--- src/rtl/filter_mult_sched_if.sv ---
// Handshake, multiplier and status signals of filter_mult_sched.
// The slave modport is the filter block; the master modport is its environment
// (sample producer, result consumer and the shared 2-cycle multiplier).
interface filter_mult_sched_if;
    logic       clear;
    logic       in_valid;
    logic       in_ready;
    logic [7:0] x_in;
    logic       out_valid;
    logic       out_ready;
    logic [7:0] y_out;
    logic       mul_en;
    logic [7:0] mul_op1;
    logic [7:0] mul_op2;
    logic [7:0] mul_result;
    logic       busy;

    modport slave (
        input  clear, in_valid, x_in, out_ready, mul_result,
        output in_ready, out_valid, y_out, mul_en, mul_op1, mul_op2, busy
    );

    modport master (
        output clear, in_valid, x_in, out_ready, mul_result,
        input  in_ready, out_valid, y_out, mul_en, mul_op1, mul_op2, busy
    );
endinterface

--- src/rtl/filter_mult_sched.sv ---
// Second-order recursive filter y_n = B*x_n + (A*B)*x_(n-1) + (A*A)*y_(n-2)
// evaluated term by term on one external shared 2-cycle multiplier.
// Strictly one sample in, one result out; history advances only on the
// output handshake.
// Optional feature: define SATURATE_OUT_EN to clamp y_out to 8'hFF when the
// 10-bit accumulator exceeds 255 (default build wraps modulo 256).
module filter_mult_sched #(
    parameter logic [7:0] A = 8'd2,
    parameter logic [7:0] B = 8'd3
) (
    input logic                 clk,
    input logic                 reset,
    filter_mult_sched_if.slave  fif
);
    // Products of two 8-bit constants, truncated to 8 bits.
    localparam logic [7:0] C_AB = 8'(A * B);
    localparam logic [7:0] C_AA = 8'(A * A);

    typedef enum logic [2:0] {
        IDLE     = 3'd0,
        TERM_BX  = 3'd1,
        TERM_ABX = 3'd2,
        TERM_AAY = 3'd3,
        OUT      = 3'd4
    } state_t;

    state_t      state_q;
    logic        phase_q;      // 0: first multiplier cycle, 1: second
    logic [9:0]  acc_q;
    logic [7:0]  xn_q;
    logic [7:0]  xnm1_q;
    logic [7:0]  ynm1_q;
    logic [7:0]  ynm2_q;
    logic [7:0]  y_out_q;
    logic        out_valid_q;
    logic        mul_en_q;
    logic [7:0]  mul_op1_q;
    logic [7:0]  mul_op2_q;

    logic [9:0]  acc_d;
    logic [7:0]  y_d;

    // Accumulator plus the product that completes this cycle, and the output value it maps to.
    always_comb begin
        // NOTE: every always_comb output gets a default first so no path leaves it unassigned (no latch).
        acc_d = acc_q + {2'b00, fif.mul_result};
`ifdef SATURATE_OUT_EN
        y_d   = (acc_d > 10'd255) ? 8'hFF : acc_d[7:0];
`else
        y_d   = acc_d[7:0];
`endif
    end

    // Scheduler FSM: accept, three 2-cycle multiply terms, hold result until consumed.
    always_ff @(posedge clk) begin
        // NOTE: sequential state uses non-blocking assignments so every register sees pre-edge values.
        if (!reset) begin
            state_q     <= IDLE;
            phase_q     <= 1'b0;
            acc_q       <= '0;
            xn_q        <= '0;
            xnm1_q      <= '0;
            ynm1_q      <= '0;
            ynm2_q      <= '0;
            y_out_q     <= '0;
            out_valid_q <= 1'b0;
            mul_en_q    <= 1'b0;
            mul_op1_q   <= '0;
            mul_op2_q   <= '0;
        end else begin
            unique case (state_q)
                IDLE: begin
                    if (fif.clear) begin
                        xnm1_q <= '0;
                        ynm1_q <= '0;
                        ynm2_q <= '0;
                    end else if (fif.in_valid) begin
                        xn_q      <= fif.x_in;
                        acc_q     <= '0;
                        phase_q   <= 1'b0;
                        mul_en_q  <= 1'b1;
                        mul_op1_q <= B;
                        mul_op2_q <= fif.x_in;
                        state_q   <= TERM_BX;
                    end
                end
                TERM_BX: begin
                    phase_q <= ~phase_q;
                    if (phase_q) begin
                        acc_q     <= acc_d;
                        mul_op1_q <= C_AB;
                        mul_op2_q <= xnm1_q;
                        state_q   <= TERM_ABX;
                    end
                end
                TERM_ABX: begin
                    phase_q <= ~phase_q;
                    if (phase_q) begin
                        acc_q     <= acc_d;
                        mul_op1_q <= C_AA;
                        mul_op2_q <= ynm2_q;
                        state_q   <= TERM_AAY;
                    end
                end
                TERM_AAY: begin
                    phase_q <= ~phase_q;
                    if (phase_q) begin
                        acc_q       <= acc_d;
                        y_out_q     <= y_d;
                        out_valid_q <= 1'b1;
                        mul_en_q    <= 1'b0;
                        mul_op1_q   <= '0;
                        mul_op2_q   <= '0;
                        state_q     <= OUT;
                    end
                end
                OUT: begin
                    if (fif.out_ready) begin
                        ynm2_q      <= ynm1_q;
                        ynm1_q      <= y_out_q;
                        xnm1_q      <= xn_q;
                        out_valid_q <= 1'b0;
                        state_q     <= IDLE;
                    end
                end
                default: state_q <= IDLE;
            endcase
        end
    end

    // Ready is gated by reset and clear directly so it is low during reset and while clearing.
    assign fif.in_ready  = reset && (state_q == IDLE) && !fif.clear;
    assign fif.busy      = (state_q != IDLE);
    assign fif.out_valid = out_valid_q;
    assign fif.y_out     = y_out_q;
    assign fif.mul_en    = mul_en_q;
    assign fif.mul_op1   = mul_op1_q;
    assign fif.mul_op2   = mul_op2_q;
endmodule

--- src/flat_wrapper.sv ---
// flat-port wrapper written by rule: the top's interface ports become plain ports
module filter_mult_sched_flat 
#(
    parameter logic [7:0] A = 8'd2,
    parameter logic [7:0] B = 8'd3
)
  (clk, reset, fif_clear, fif_in_valid, fif_x_in, fif_out_ready, fif_mul_result, fif_in_ready, fif_out_valid, fif_y_out, fif_mul_en, fif_mul_op1, fif_mul_op2, fif_busy);
  filter_mult_sched_if fif_i ();
  input logic clk;
  input logic reset;
  input wire logic [$bits(fif_i.clear)-1:0] fif_clear;
  input wire logic [$bits(fif_i.in_valid)-1:0] fif_in_valid;
  input wire logic [$bits(fif_i.x_in)-1:0] fif_x_in;
  input wire logic [$bits(fif_i.out_ready)-1:0] fif_out_ready;
  input wire logic [$bits(fif_i.mul_result)-1:0] fif_mul_result;
  output wire logic [$bits(fif_i.in_ready)-1:0] fif_in_ready;
  output wire logic [$bits(fif_i.out_valid)-1:0] fif_out_valid;
  output wire logic [$bits(fif_i.y_out)-1:0] fif_y_out;
  output wire logic [$bits(fif_i.mul_en)-1:0] fif_mul_en;
  output wire logic [$bits(fif_i.mul_op1)-1:0] fif_mul_op1;
  output wire logic [$bits(fif_i.mul_op2)-1:0] fif_mul_op2;
  output wire logic [$bits(fif_i.busy)-1:0] fif_busy;
  assign fif_i.clear = fif_clear;
  assign fif_i.in_valid = fif_in_valid;
  assign fif_i.x_in = fif_x_in;
  assign fif_i.out_ready = fif_out_ready;
  assign fif_i.mul_result = fif_mul_result;
  assign fif_in_ready = fif_i.in_ready;
  assign fif_out_valid = fif_i.out_valid;
  assign fif_y_out = fif_i.y_out;
  assign fif_mul_en = fif_i.mul_en;
  assign fif_mul_op1 = fif_i.mul_op1;
  assign fif_mul_op2 = fif_i.mul_op2;
  assign fif_busy = fif_i.busy;
  filter_mult_sched #(.A(A), .B(B)) u_core (.clk(clk), .reset(reset), .fif(fif_i));
endmodule
--- config.mk ---
export PLATFORM = sky130hd
export DESIGN_NAME = filter_mult_sched_flat
export DESIGN_NICKNAME = d
export VERILOG_FILES = /design/src/rtl/filter_mult_sched_if.sv /design/src/rtl/filter_mult_sched.sv /design/src/flat_wrapper.sv
export SDC_FILE = /design/constraint.sdc
export NUM_CORES = 1
export LEC_CHECK = 0
export BUFFER_PORTS_ARGS = -buffer_cell sky130_fd_sc_hd__buf_2
export CAP_MARGIN = 10
export CORE_MARGIN = 5
export CORE_UTILIZATION = 45
export DETAILED_ROUTE_END_ITERATION = 10
export GPL_TIMING_DRIVEN = 0
export PLACE_DENSITY = 0.67
export SLEW_MARGIN = 20
export SYNTH_ARGS = -nofsm -noshare
export SYNTH_HDL_FRONTEND = slang
export SYNTH_SLANG_ARGS = --single-unit
--- constraint.sdc ---
create_clock -name clk -period 5.3 [get_ports clk]
set_input_delay 0 -clock clk [delete_from_list [all_inputs] [get_ports clk]]
set_output_delay 0 -clock clk [all_outputs]
set_load 0.03 [all_outputs]
==> reports/qor.txt, run 1 <==
Clk buf depth: 2
Sw Share: 0.2850
Post-synth cell types: 47
I/O pin count: 49
Placed wire-length estimate: 5175 microns
Sequential share of the synthesized area: 0.4439
Post-synth EDFFs: 0
Die Span Y: 90.71 microns
Vias per cell: 5.484
Worst clock skew: 0.007705 ns
Wirelength per Cell: 14.98 microns
Fin. Hold Viols: 0
Post-route ant nets: 0
Clock latency at the later pin of the worst-skew pair: 0.35 ns
Die area: 8228 sq um
Area delta synth->final: 20.49%
Worst path required time: 5.57 ns
WS Path Type: register to register
Total power: 1084 uW
Hold Crit Class: input pin to register
P_leak: 0.001498 uW
Synth warn: 0
CP arrival: 2.25 ns
Slowest CP cell: or4b_1
Initial antenna violation count: 0
Initial Util: 0.4617
Final min period: 1.981 ns
CTS buffer count: 9
Layout cells sized above 1: 0.2020
Final worst slack: 3.319 ns
Port Buf Inserts: 43
Clock power frac: 0.399
Grt ovf: 0
Most common cell in the netlist: dfxtp_1
Yosys reg bits: 65
TNS Setup: 0 ns
Maximum clock rate: 0.5048 GHz
Final GP Congestion: 0.8025
DRC violations left: 0
Slew Limit Fails: 0
ANT cells: 0
Util after Layout: 0.5563
Net Sw Power: 308.8 uW
Total track usage: 0.1809
Initial DRC Count: 172
Final Cycle Share: 0.3737
Vias post-DR: 2,649
Pwr Density: 306.8 nW/um^2
Most used flip-flop cell after synthesis: dfxtp_1
Slew @ Worst Pin: 0.7094 ns
Cell Int Power: 774.7 uW
Rel. slew slack: 0.5250
Post-Synthesis Cells: 336
Num rows: 29
Setup WS pre-CTS: 3.351 ns
Peak VDD IR: 0.0001624 V
Vias in the first global route: 2,490
Async SR Flop Fraction: 0
Post-layout net count: 430
DRT Pass-1 Iters: 6
RSZ-0062 raised after global routing: no
Commonest cells in the netlist: dfxtp_1 (65), nor2_1 (58), a22oi_1 (31)
Largest area contributor in the netlist: dfxtp_1
Largest net degree at the start of global routing: 14
# setup viols final: 0
CP startpoint kind: register
Critical path peak fanout: 4
Flop pwr share: 0.469
Comb pwr share: 0.132
Crit path largest cell delay: 0.50 ns
Post-synth top area share: 0.4439
Dominant cells by area after synthesis: dfxtp_1 (44%), a22oi_1 (7.9%), nor2_1 (7.4%), nand2_1 (3.5%), ha_1 (3.0%)
Syn avg cell area: 8.725 sq um
Critical Path, Cell by Cell: ha_1, a211oi_2, o21ai_1, and4_1, or4b_1, a31oi_1
Post-CTS sizing: 0
Die width: 90.71 microns
CTS tree: done
Clock-pin slew on the worst setup and hold paths: 0.07 ns
Core area: 6350 sq um
Status: complete, no violations
First-pass GRT wire length: 12,190 microns
Clock sink count: 65
Maxcap violations: 0
Area of the mapped netlist: 2932 sq um
H-tree Lvls: 3
Crit end category: register
Post-Route WL: 7237 microns
Clock root cell: clkbuf_8
## registers in the layout (all words and copies together), names as in the netlist
| signal | cells |
|---|---|
| u_core.fif.mul_op2 | 8 |
| u_core.ynm2_q | 8 |
| u_core.acc_q | 8 |
| u_core.fif.out_valid | 1 |
| u_core.xn_q | 8 |
| u_core.ynm1_q | 8 |
| u_core.xnm1_q | 8 |
| u_core.phase_q | 1 |
| u_core.fif.mul_en | 1 |
| u_core.fif.mul_op1 | 3 |
| u_core.state_q | 3 |
| u_core.fif.y_out | 8 |
## through the flow
stage	hold WS, ns	std cells	cell area [sq um]
floorplan	0.1217	340	2947
global placement	0.2703	460	3258
detailed placement	0.2839	460	3258
CTS	0.03056	483	3532
global route	0.05838	483	3532
finish	0.03409	483	3532
## per-layer routing
| metal | share of wire | wire length (microns) | vias up | GRT usage |
|---|---|---|---|---|
| li1 | - | - | 1318 | - |
| met3 | 0.063 | 457 | 9 | 0.03833 |
| met4 | 0.014 | 103 | 0 | 0.07072 |
| met5 | 0 | 0 | - | 0 |
| met2 | 0.44 | 3172 | 85 | 0.2718 |
| met1 | 0.48 | 3504 | 1237 | 0.2518 |
## worst paths after layout
| check | start | end | slack (ns) | depth (start not counted) |
|---|---|---|---|---|
| max | u_core.acc_q[1] | u_core.acc_q[7] | 3.32 | 6 |
| min | fif_x_in[1] | u_core.xn_q[1] | 0.03 | 5 |
| max reg2reg | u_core.acc_q[1] | u_core.acc_q[7] | 3.32 | 6 |
| min reg2reg | u_core.fif.mul_op1[0] | u_core.fif.mul_op1[0] | 0.46 | 2 |
## what timing repair did
item,in CTS,in global routing
setup buffers,0,0
endpoints found under the hold margin,12,0
hold buffers,7,0
## layout make-up
cell class	instances	area (sq um)
fillers	603	2818
multi-input cells	234	1440
flip-flops and latches	65	1301
repair buffers	50	285.3
plain buffers	26	148.9
clock buffers	9	123.9
well taps	77	96.34
clock inverters	7	80.08
inverters	15	56.30
## layout by cell type, fill, tap and decap left out, types with 3 or more instances in the layout
cell	n
inv_1	13
dfxtp_1	65
xnor2_1	3
a211oi_1	7
o21ai_0	15
clkbuf_8	9
a22oi_1	31
mux2i_1	6
nor3_1	3
a21o_1	3
buf_4	6
buf_6	3
nor2b_1	4
a222oi_1	8
or3_1	3
dlygate4sd3_1	7
nor2_1	58
conb_1	5
buf_2	48
nand2_1	27
nand2b_1	4
ha_1	7
clkinv_4	3
and3_1	3
a211oi_2	3
clkbuf_1	12
a21oi_1	17
## cell families after synthesis
group | share of synthesized area
adders and majority gates | 0.03670
other | 0.001279
xor gates and xnor gates | 0.01494
and+or+nand+nor | 0.1737
AOI/OAI and AO/OA | 0.2352
buffers and inverters | 0.06999
muxes | 0.02433
DFF | 0.4439
## power groups by stage
stage          combinational (uW)  clock [uW]  sequential [uW]
6_report                      143         432              508
5_1_grt                       158         459              510
4_1_cts                       143         439              508
3_5_place_dp                  139           0              520
3_3_place_gp                  137           0              519
2_1_floorplan                83.6           0              534
## worst max-delay path: cells and delay by family, from the launching register on
family / cells / cell delay, ns
flip-flops: 1 / 0.33
adder cells (fa/ha/maj): 1 / 0.31
AO/OA/AOI/OAI: 3 / 0.51
AND/OR/NAND/NOR: 2 / 0.76
Power figures use the tool's default switching activity.
==> run 2: changes to the inputs <==
Settings changed: ABC_AREA set to 1, PLACE_DENSITY 0.67 to 0.69.
Clock period 5.3 ns to 1.7 ns, I/O delays scaled along.
==> reports/qor.txt, run 2 <==
Status: complete, no violations (unchanged)
Vias per cell: 4.917 (was 5.484)
Layout cells sized above 1: 0.1781 (was 0.2020)
Placed Cells: 565 (was 460)
CTS tree: done (unchanged)
CP top delay family: adder cells (was simple AND/OR/NAND/NOR gates)
Largest area contributor in the netlist: dfxtp_1 (unchanged)
Post-Route WL: 7585 microns (was 7237 microns)
Commonest cells in the netlist: inv_1 (88), nand2_1 (70), dfxtp_1 (65) (was dfxtp_1 (65), nor2_1 (58), a22oi_1 (31))
Wirelength per Cell: 12.83 microns (was 14.98 microns)
Crit path largest cell delay: 0.35 ns (was 0.50 ns)
Slew Limit Fails: 0 (unchanged)
Initial Util: 0.4575 (was 0.4617)
Pwr Density: 1341 nW/um^2 (was 306.8 nW/um^2)
Crit Reg-Reg Endpoint: u_core.fif.y_out[6] (was u_core.acc_q[7])
Vias post-DR: 2,906 (was 2,649)
Yosys reg bits: 65 (unchanged)
Grt ovf: 0 (unchanged)
Most frequent cells in the layout: inv_1 (88), nand2_1 (70), dfxtp_1 (62), nor2_1 (52), buf_2 (44) (was dfxtp_1 (65), nor2_1 (58), buf_2 (48), a22oi_1 (31), nand2_1 (27))
R2r startpoint: u_core.acc_q[0] (was u_core.acc_q[1])
Final min period: 1.568 ns (was 1.981 ns)
Maxcap violations: 0 (unchanged)
Total power: 4983 uW (was 1084 uW)
Clock latency at the later pin of the worst-skew pair: 0.35 ns (about the same)
Post-synth top area share: 0.4233 (was 0.4439)
Clk buf depth: 2 (unchanged)
Port Buf Inserts: 42 (was 43)
Die Span Y: 92.66 microns (was 90.71 microns)
Area delta synth->final: 20.92% (was 20.49%)
CTS buffer count: 9 (unchanged)
Final GP Congestion: 0.8456 (was 0.8025)
M3 GR Usage: 0.03493 (was 0.03833)
Post-route ant nets: 0 (unchanged)
Layout Cells excl Fill: 591 (was 483)
CP startpoint kind: register (unchanged)
ANT cells: 0 (unchanged)
Setup crit start: u_core.acc_q[0] (was u_core.acc_q[1])
Post-synth EDFFs: 0 (unchanged)
Most common cell in the netlist: inv_1 (was dfxtp_1)
Slew @ Worst Pin: 0.5900 ns (was 0.7094 ns)
Worst clock skew: 0.008635 ns (was 0.007705 ns)
Total track usage: 0.1854 (was 0.1809)
Crit path to: u_core.fif.y_out[6] (was u_core.acc_q[7])
Filler cells: 658 (was 603)
P_leak: 0.001662 uW (was 0.001498 uW)
Reg2reg setup slack: 0.13 ns (was 3.32 ns)
Synth warn: 0 (unchanged)
Initial DRC Count: 133 (was 172)
Clock sink count: 65 (unchanged)
Async SR Flop Fraction: 0 (unchanged)
Area of the mapped netlist: 3074 sq um (was 2932 sq um)
Post-layout net count: 535 (was 430)
Post-synth cell types: 31 (was 47)
GR peak layer: met2 (unchanged)
Routing usage on met1: 0.2281 (was 0.2518)
Num rows: 30 (was 29)
WS Path Type: register to register (unchanged)
Critical Path, Cell by Cell: ha_1, inv_1, fa_2, inv_1, nand3_1, nand3_1, nand2_1, nand2_1, nand2_1, nand2_1, inv_1 (was ha_1, a211oi_2, o21ai_1, and4_1, or4b_1, a31oi_1)
Peak VDD IR: 0.001039 V (was 0.0001624 V)
RSZ-0062 raised after global routing: no (unchanged)
Commonest non-fill, non-tap cell in the layout: inv_1 (was dfxtp_1)
Vias in the first global route: 2,740 (was 2,490)
DRT Pass-1 Iters: 4 (was 6)
Most used flip-flop cell after synthesis: dfxtp_1 (unchanged)
Post-Synthesis Cells: 439 (was 336)
Syn avg cell area: 7.003 sq um (was 8.725 sq um)
Dominant cells by area after synthesis: dfxtp_1 (42%), inv_1 (11%), nand2_1 (8.5%), a21oi_1 (6.7%), nor2_1 (6.5%) (was dfxtp_1 (44%), a22oi_1 (7.9%), nor2_1 (7.4%), nand2_1 (3.5%), ha_1 (3.0%))
Largest net degree at the start of global routing: 13 (was 14)
Rel. slew slack: 0.6067 (was 0.5250)
Fin. Hold Viols: 0 (unchanged)
Worst hold path cell count: 3 (was 5)
Sequential share of the synthesized area: 0.4233 (was 0.4439)
I/O pin count: 49 (unchanged)
Die area: 8585 sq um (was 8228 sq um)
Final Cycle Share: 0.9223 (was 0.3737)
Die width: 92.66 microns (was 90.71 microns)
Slowest CP cell: fa_2 (was or4b_1)
First-pass GRT wire length: 12,500 microns (was 12,190 microns)
Crit end category: register (unchanged)
Maximum clock rate: 0.6378 GHz (was 0.5048 GHz)
Clock-pin slew on the worst setup and hold paths: 0.08 ns (was 0.07 ns)
H-tree Lvls: 3 (unchanged)
# setup viols final: 0 (unchanged)
Cells on worst reg2reg path: 11 (was 6)
Placed wire-length estimate: 5437 microns (was 5175 microns)
Initial antenna violation count: 0 (unchanged)
Critical path peak fanout: 3 (was 4)
Worst Path Buf+Inv: 3 (was 0)
Hold Crit Class: input pin to register (unchanged)
DRC violations left: 0 (unchanged)
Most used cell, CP: nand2_1
Worst path required time: 1.95 ns (was 5.57 ns)
Met2 usage: 0.3076 (was 0.2718)
Levels on crit path: 11 (was 6)
CP arrival: 1.81 ns (was 2.25 ns)
Core area: 6719 sq um (was 6350 sq um)
Clock root cell: clkbuf_8 (unchanged)
-- run 2: cell count changes in the layout (fill, tap and decap cells not counted), sizes merged, moves of 8 or more --
cell	previous run	this run
a211oi	10	0
a21oi	18	41
a222oi	8	0
a22oi	31	0
inv	14	91
nand2	27	76
nand3	1	26
o22ai	1	26
-- run 2: cells by family after synthesis --
group | synth area share
AO/OA/AOI/OAI | 0.1563
AND/OR/NAND/NOR | 0.2283
adder cells (fa/ha/maj) | 0.03500
other | 0.001220
buffers and inverters | 0.1473
XOR/XNOR | 0.008549
flip-flops | 0.4233
-- run 2: power by group --
part | leakage [uW] | switching [uW] | total (uW) | internal [uW]
Clock | 0.0000912 | 635 | 1310 | 673
Sequential | 0.000529 | 128 | 1860 | 1730
Combinational | 0.00104 | 1230 | 1820 | 591
Total | 0.00166 | 1990 | 4980 | 2990
-- run 2: tightest hold or removal path: stages --
cell      delay, ns
clkbuf_1       0.16
nand3_1        0.12
a21oi_1        0.06
-- run 2: worst min-delay path by stage --
stage / startpoint / endpoint / slack, ns
final: fif_out_ready / u_core.xnm1_q[3] / 0.03
after global routing: fif_out_ready / u_core.xnm1_q[3] / 0.06
after CTS: fif_out_ready / u_core.xnm1_q[3] / 0.02
after detailed placement: fif_x_in[1] / u_core.xn_q[1] / 0.27
after global placement: fif_x_in[2] / u_core.xn_q[2] / 0.25
after floorplan: fif_clear / fif_in_ready / 0.12
-- run 2: layer usage --
metal / up-vias / part of all wire
met2: 82 / 0.46
met4: 0 / 0.023
met5: - / 0
li1: 1509 / -
met3: 15 / 0.054
met1: 1300 / 0.46
-- run 2: repair_timing --
action / CTS / global route
setup endpoints to repair: 14 / 41
gates resized for setup: 2 / 7
cloned: 0 / 0
hold buffers: 8 / 0
buffers inserted: 1 / 1
endpoints found under the hold margin: 8 / 0
pin swaps: 1 / 1
-- run 2: through the flow --
step | TNS (ns) | setup slack [ns] | hold slack [ns] | area [sq um] | utilization
floorplan | 0 | 0.1745 | 0.1222 | 3089 | -
global placement | -0.1521 | -0.02093 | 0.2529 | 3400 | 0.5060
detailed placement | -0.4904 | -0.05264 | 0.2682 | 3400 | 0.5060
CTS | 0 | 0.01147 | 0.01512 | 3695 | 0.5499
global route | 0 | 0.006904 | 0.05516 | 3717 | 0.5533
finish | 0 | 0.1321 | 0.02613 | 3717 | 0.5533
-- run 2: cell type report --
class	count	area, sq um	area share
multi-input combinational	267	1353	0.3639
sequential	65	1308	0.3517
inverter	92	349.1	0.09391
timing repair buffer	52	305.3	0.08213
clock buffer	9	123.9	0.03332
buffer	19	107.6	0.02895
tap	80	100.1	0.02693
clock inverter	7	71.32	0.01919
==> run 3: changes to the inputs <==
Settings changed: PLACE_DENSITY 0.69 to 0.67.
Clock period 1.7 ns to 2 ns, I/O delays scaled along.
==> reports/qor.txt, run 3 (synthesis results as in run 2) <==
Status: complete, no violations (unchanged)
DRC violations left: 0 (unchanged)
Worst clock skew: 0.008844 ns (was 0.008635 ns)
Peak VDD IR: 0.0006670 V (was 0.001039 V)
Wirelength per Cell: 12.19 microns (was 12.83 microns)
Grt ovf: 0 (unchanged)
Clock-pin slew on the worst setup and hold paths: 0.07 ns (was 0.08 ns)
Die width: 92.66 microns (unchanged)
Initial antenna violation count: 0 (unchanged)
Flop pwr share: 0.367 (was 0.373)
WS Path Type: register to register (unchanged)
CP arrival: 1.99 ns (was 1.81 ns)
CTS buffer count: 9 (unchanged)
Slew Limit Fails: 0 (unchanged)
Total power: 4282 uW (was 4983 uW)
Post-Route WL: 7181 microns (was 7585 microns)
Cell Area, Placed: 3400 sq um (unchanged)
Total track usage: 0.1778 (was 0.1854)
Critical Path, Cell by Cell: inv_2, nor3_4, nand2_2, nand2_2, buf_4, o22ai_1, inv_1, nor2_1 (was ha_1, inv_1, fa_2, inv_1, nand3_1, nand3_1, nand2_1, nand2_1, nand2_1, nand2_1, inv_1)
Most used cell, CP: nand2_2 (was nand2_1)
Clock power frac: 0.284 (was 0.263)
WHS: 0.06295 ns (was 0.02613 ns)
Slew @ Worst Pin: 0.5693 ns (was 0.5900 ns)
Final GP Congestion: 0.8830 (was 0.8456)
Final Cycle Share: 0.8960 (was 0.9223)
Pwr Density: 1158 nW/um^2 (was 1341 nW/um^2)
P_leak: 0.001666 uW (was 0.001662 uW)
Critical path peak fanout: 10 (was 3)
RSZ-0062 raised after global routing: no (unchanged)
Crit path largest cell delay: 0.47 ns (was 0.35 ns)
Worst path required time: 2.20 ns (was 1.95 ns)
Vias in the first global route: 2,713 (was 2,740)
Port Buf Inserts: 42 (unchanged)
Slowest CP cell: dfxtp_1 (was fa_2)
H-tree Lvls: 3 (unchanged)
Core area: 6719 sq um (unchanged)
Hold Crit Class: input pin to register (unchanged)
Rel. slew slack: 0.6204 (was 0.6067)
Die area: 8585 sq um (unchanged)
# setup viols final: 0 (unchanged)
Maxcap violations: 0 (unchanged)
Vias post-DR: 2,846 (was 2,906)
TNS Setup: 0 ns (unchanged)
Layout cells sized above 1: 0.1631 (was 0.1781)
Clk buf depth: 2 (unchanged)
Clock root cell: clkbuf_8 (unchanged)
Net Sw Power: 1642 uW (was 1989 uW)
DRT Pass-1 Iters: 4 (unchanged)
Num rows: 30 (unchanged)
I/O pin count: 49 (unchanged)
ANT cells: 0 (unchanged)
Initial Util: 0.4575 (unchanged)
Post-CTS Setup Bufs: 0 (was 1)
Finished Cell Area: 3699 sq um (was 3717 sq um)
Die Span Y: 92.66 microns (unchanged)
Clock latency at the later pin of the worst-skew pair: 0.33 ns (was 0.35 ns)
Initial DRC Count: 142 (was 133)
Final min period: 1.792 ns (was 1.568 ns)
Commonest non-fill, non-tap cell in the layout: inv_1 (unchanged)
Vias per cell: 4.832 (was 4.917)
Fin. Hold Viols: 0 (unchanged)
CP startpoint kind: register (unchanged)
CTS tree: done (unchanged)
Most frequent cells in the layout: inv_1 (88), nand2_1 (70), dfxtp_1 (65), nor2_1 (53), buf_2 (44) (was inv_1 (88), nand2_1 (70), dfxtp_1 (62), nor2_1 (52), buf_2 (44))
Post-layout net count: 533 (was 535)
Maximum clock rate: 0.5581 GHz (was 0.6378 GHz)
Sw Share: 0.3834 (was 0.3992)
Largest net degree at the start of global routing: 13 (unchanged)
Area delta synth->final: 20.31% (was 20.92%)
Placed wire-length estimate: 5414 microns (was 5437 microns)
Comb pwr share: 0.349 (was 0.365)
Crit end category: register (unchanged)
First-pass GRT wire length: 12,290 microns (was 12,500 microns)
Post-route ant nets: 0 (unchanged)
Clock sink count: 65 (unchanged)
Cell Int Power: 2640 uW (was 2994 uW)
run 3: cell count changes in the layout (fill, tap and decap cells not counted), moves of 2 or more:
cell,delta
buf_4,-2
clkinvlp_4,-3
dfxtp_1,+3
dfxtp_2,-2
run 3: worst max-delay path: cells and delay by family, from the launching register on:
kind / cells / cell delay [ns]
flops: 1 / 0.47
compound gates: 1 / 0.09
buf+inv: 3 / 0.39
simple gates: 4 / 0.71
run 3: worst paths after layout:
| path | from | to | slack (ns) | cells past startpoint |
|---|---|---|---|---|
| worst max-delay path | u_core.state_q[2] | u_core.ynm2_q[6] | 0.21 | 8 |
| worst min-delay path | fif_out_ready | u_core.xnm1_q[2] | 0.06 | 3 |
| worst max register to register | u_core.state_q[2] | u_core.ynm2_q[6] | 0.21 | 8 |
| worst min register to register | u_core.fif.mul_en | u_core.fif.mul_en | 0.46 | 2 |
run 3: what timing repair did:
action / CTS / global route
hold buffers: 8 / 0
gates resized for setup: 0 / 0
endpoints found under the hold margin: 8 / 0
run 3: through the flow:
step / setup slack (ns) / std cells / utilization
CTS: 0.2268 / 589 / 0.5505
floorplan: 0.4745 / 443 / -
detailed placement: 0.2449 / 565 / 0.5060
global route: 0.02674 / 589 / 0.5505
global placement: 0.2753 / 565 / 0.5060
finish: 0.2081 / 589 / 0.5505
run 3: routing by layer:
metal  up-vias  GRT usage  part of all wire  wire [microns]
met4         0    0.05861             0.014              98
met1      1273     0.2291              0.46            3326
met3        11    0.03412             0.047             334
li1       1503          -                 -               -
met5         -          0                 0               0
met2        59     0.2991              0.48            3421
run 3: final cells by class:
type                    count  area [sq um]
plain buffers              19         107.6
clock buffers               9         123.9
clock inverters             7         95.09
fillers                   656          3020
inverters                  92         345.3
multi-input cells         267          1335
flip-flops and latches     65          1301
well taps                  80         100.1
repair buffers             50         290.3
run 3: power groups by stage:
| stage | clock network [uW] | logic [uW] | registers [uW] |
|---|---|---|---|
| 2_1_floorplan | 0 | 924 | 1780 |
| 3_3_place_gp | 0 | 1470 | 1590 |
| 3_5_place_dp | 0 | 1490 | 1600 |
| 4_1_cts | 1240 | 1510 | 1570 |
| 5_1_grt | 1310 | 1660 | 1590 |
| 6_report | 1220 | 1490 | 1570 |
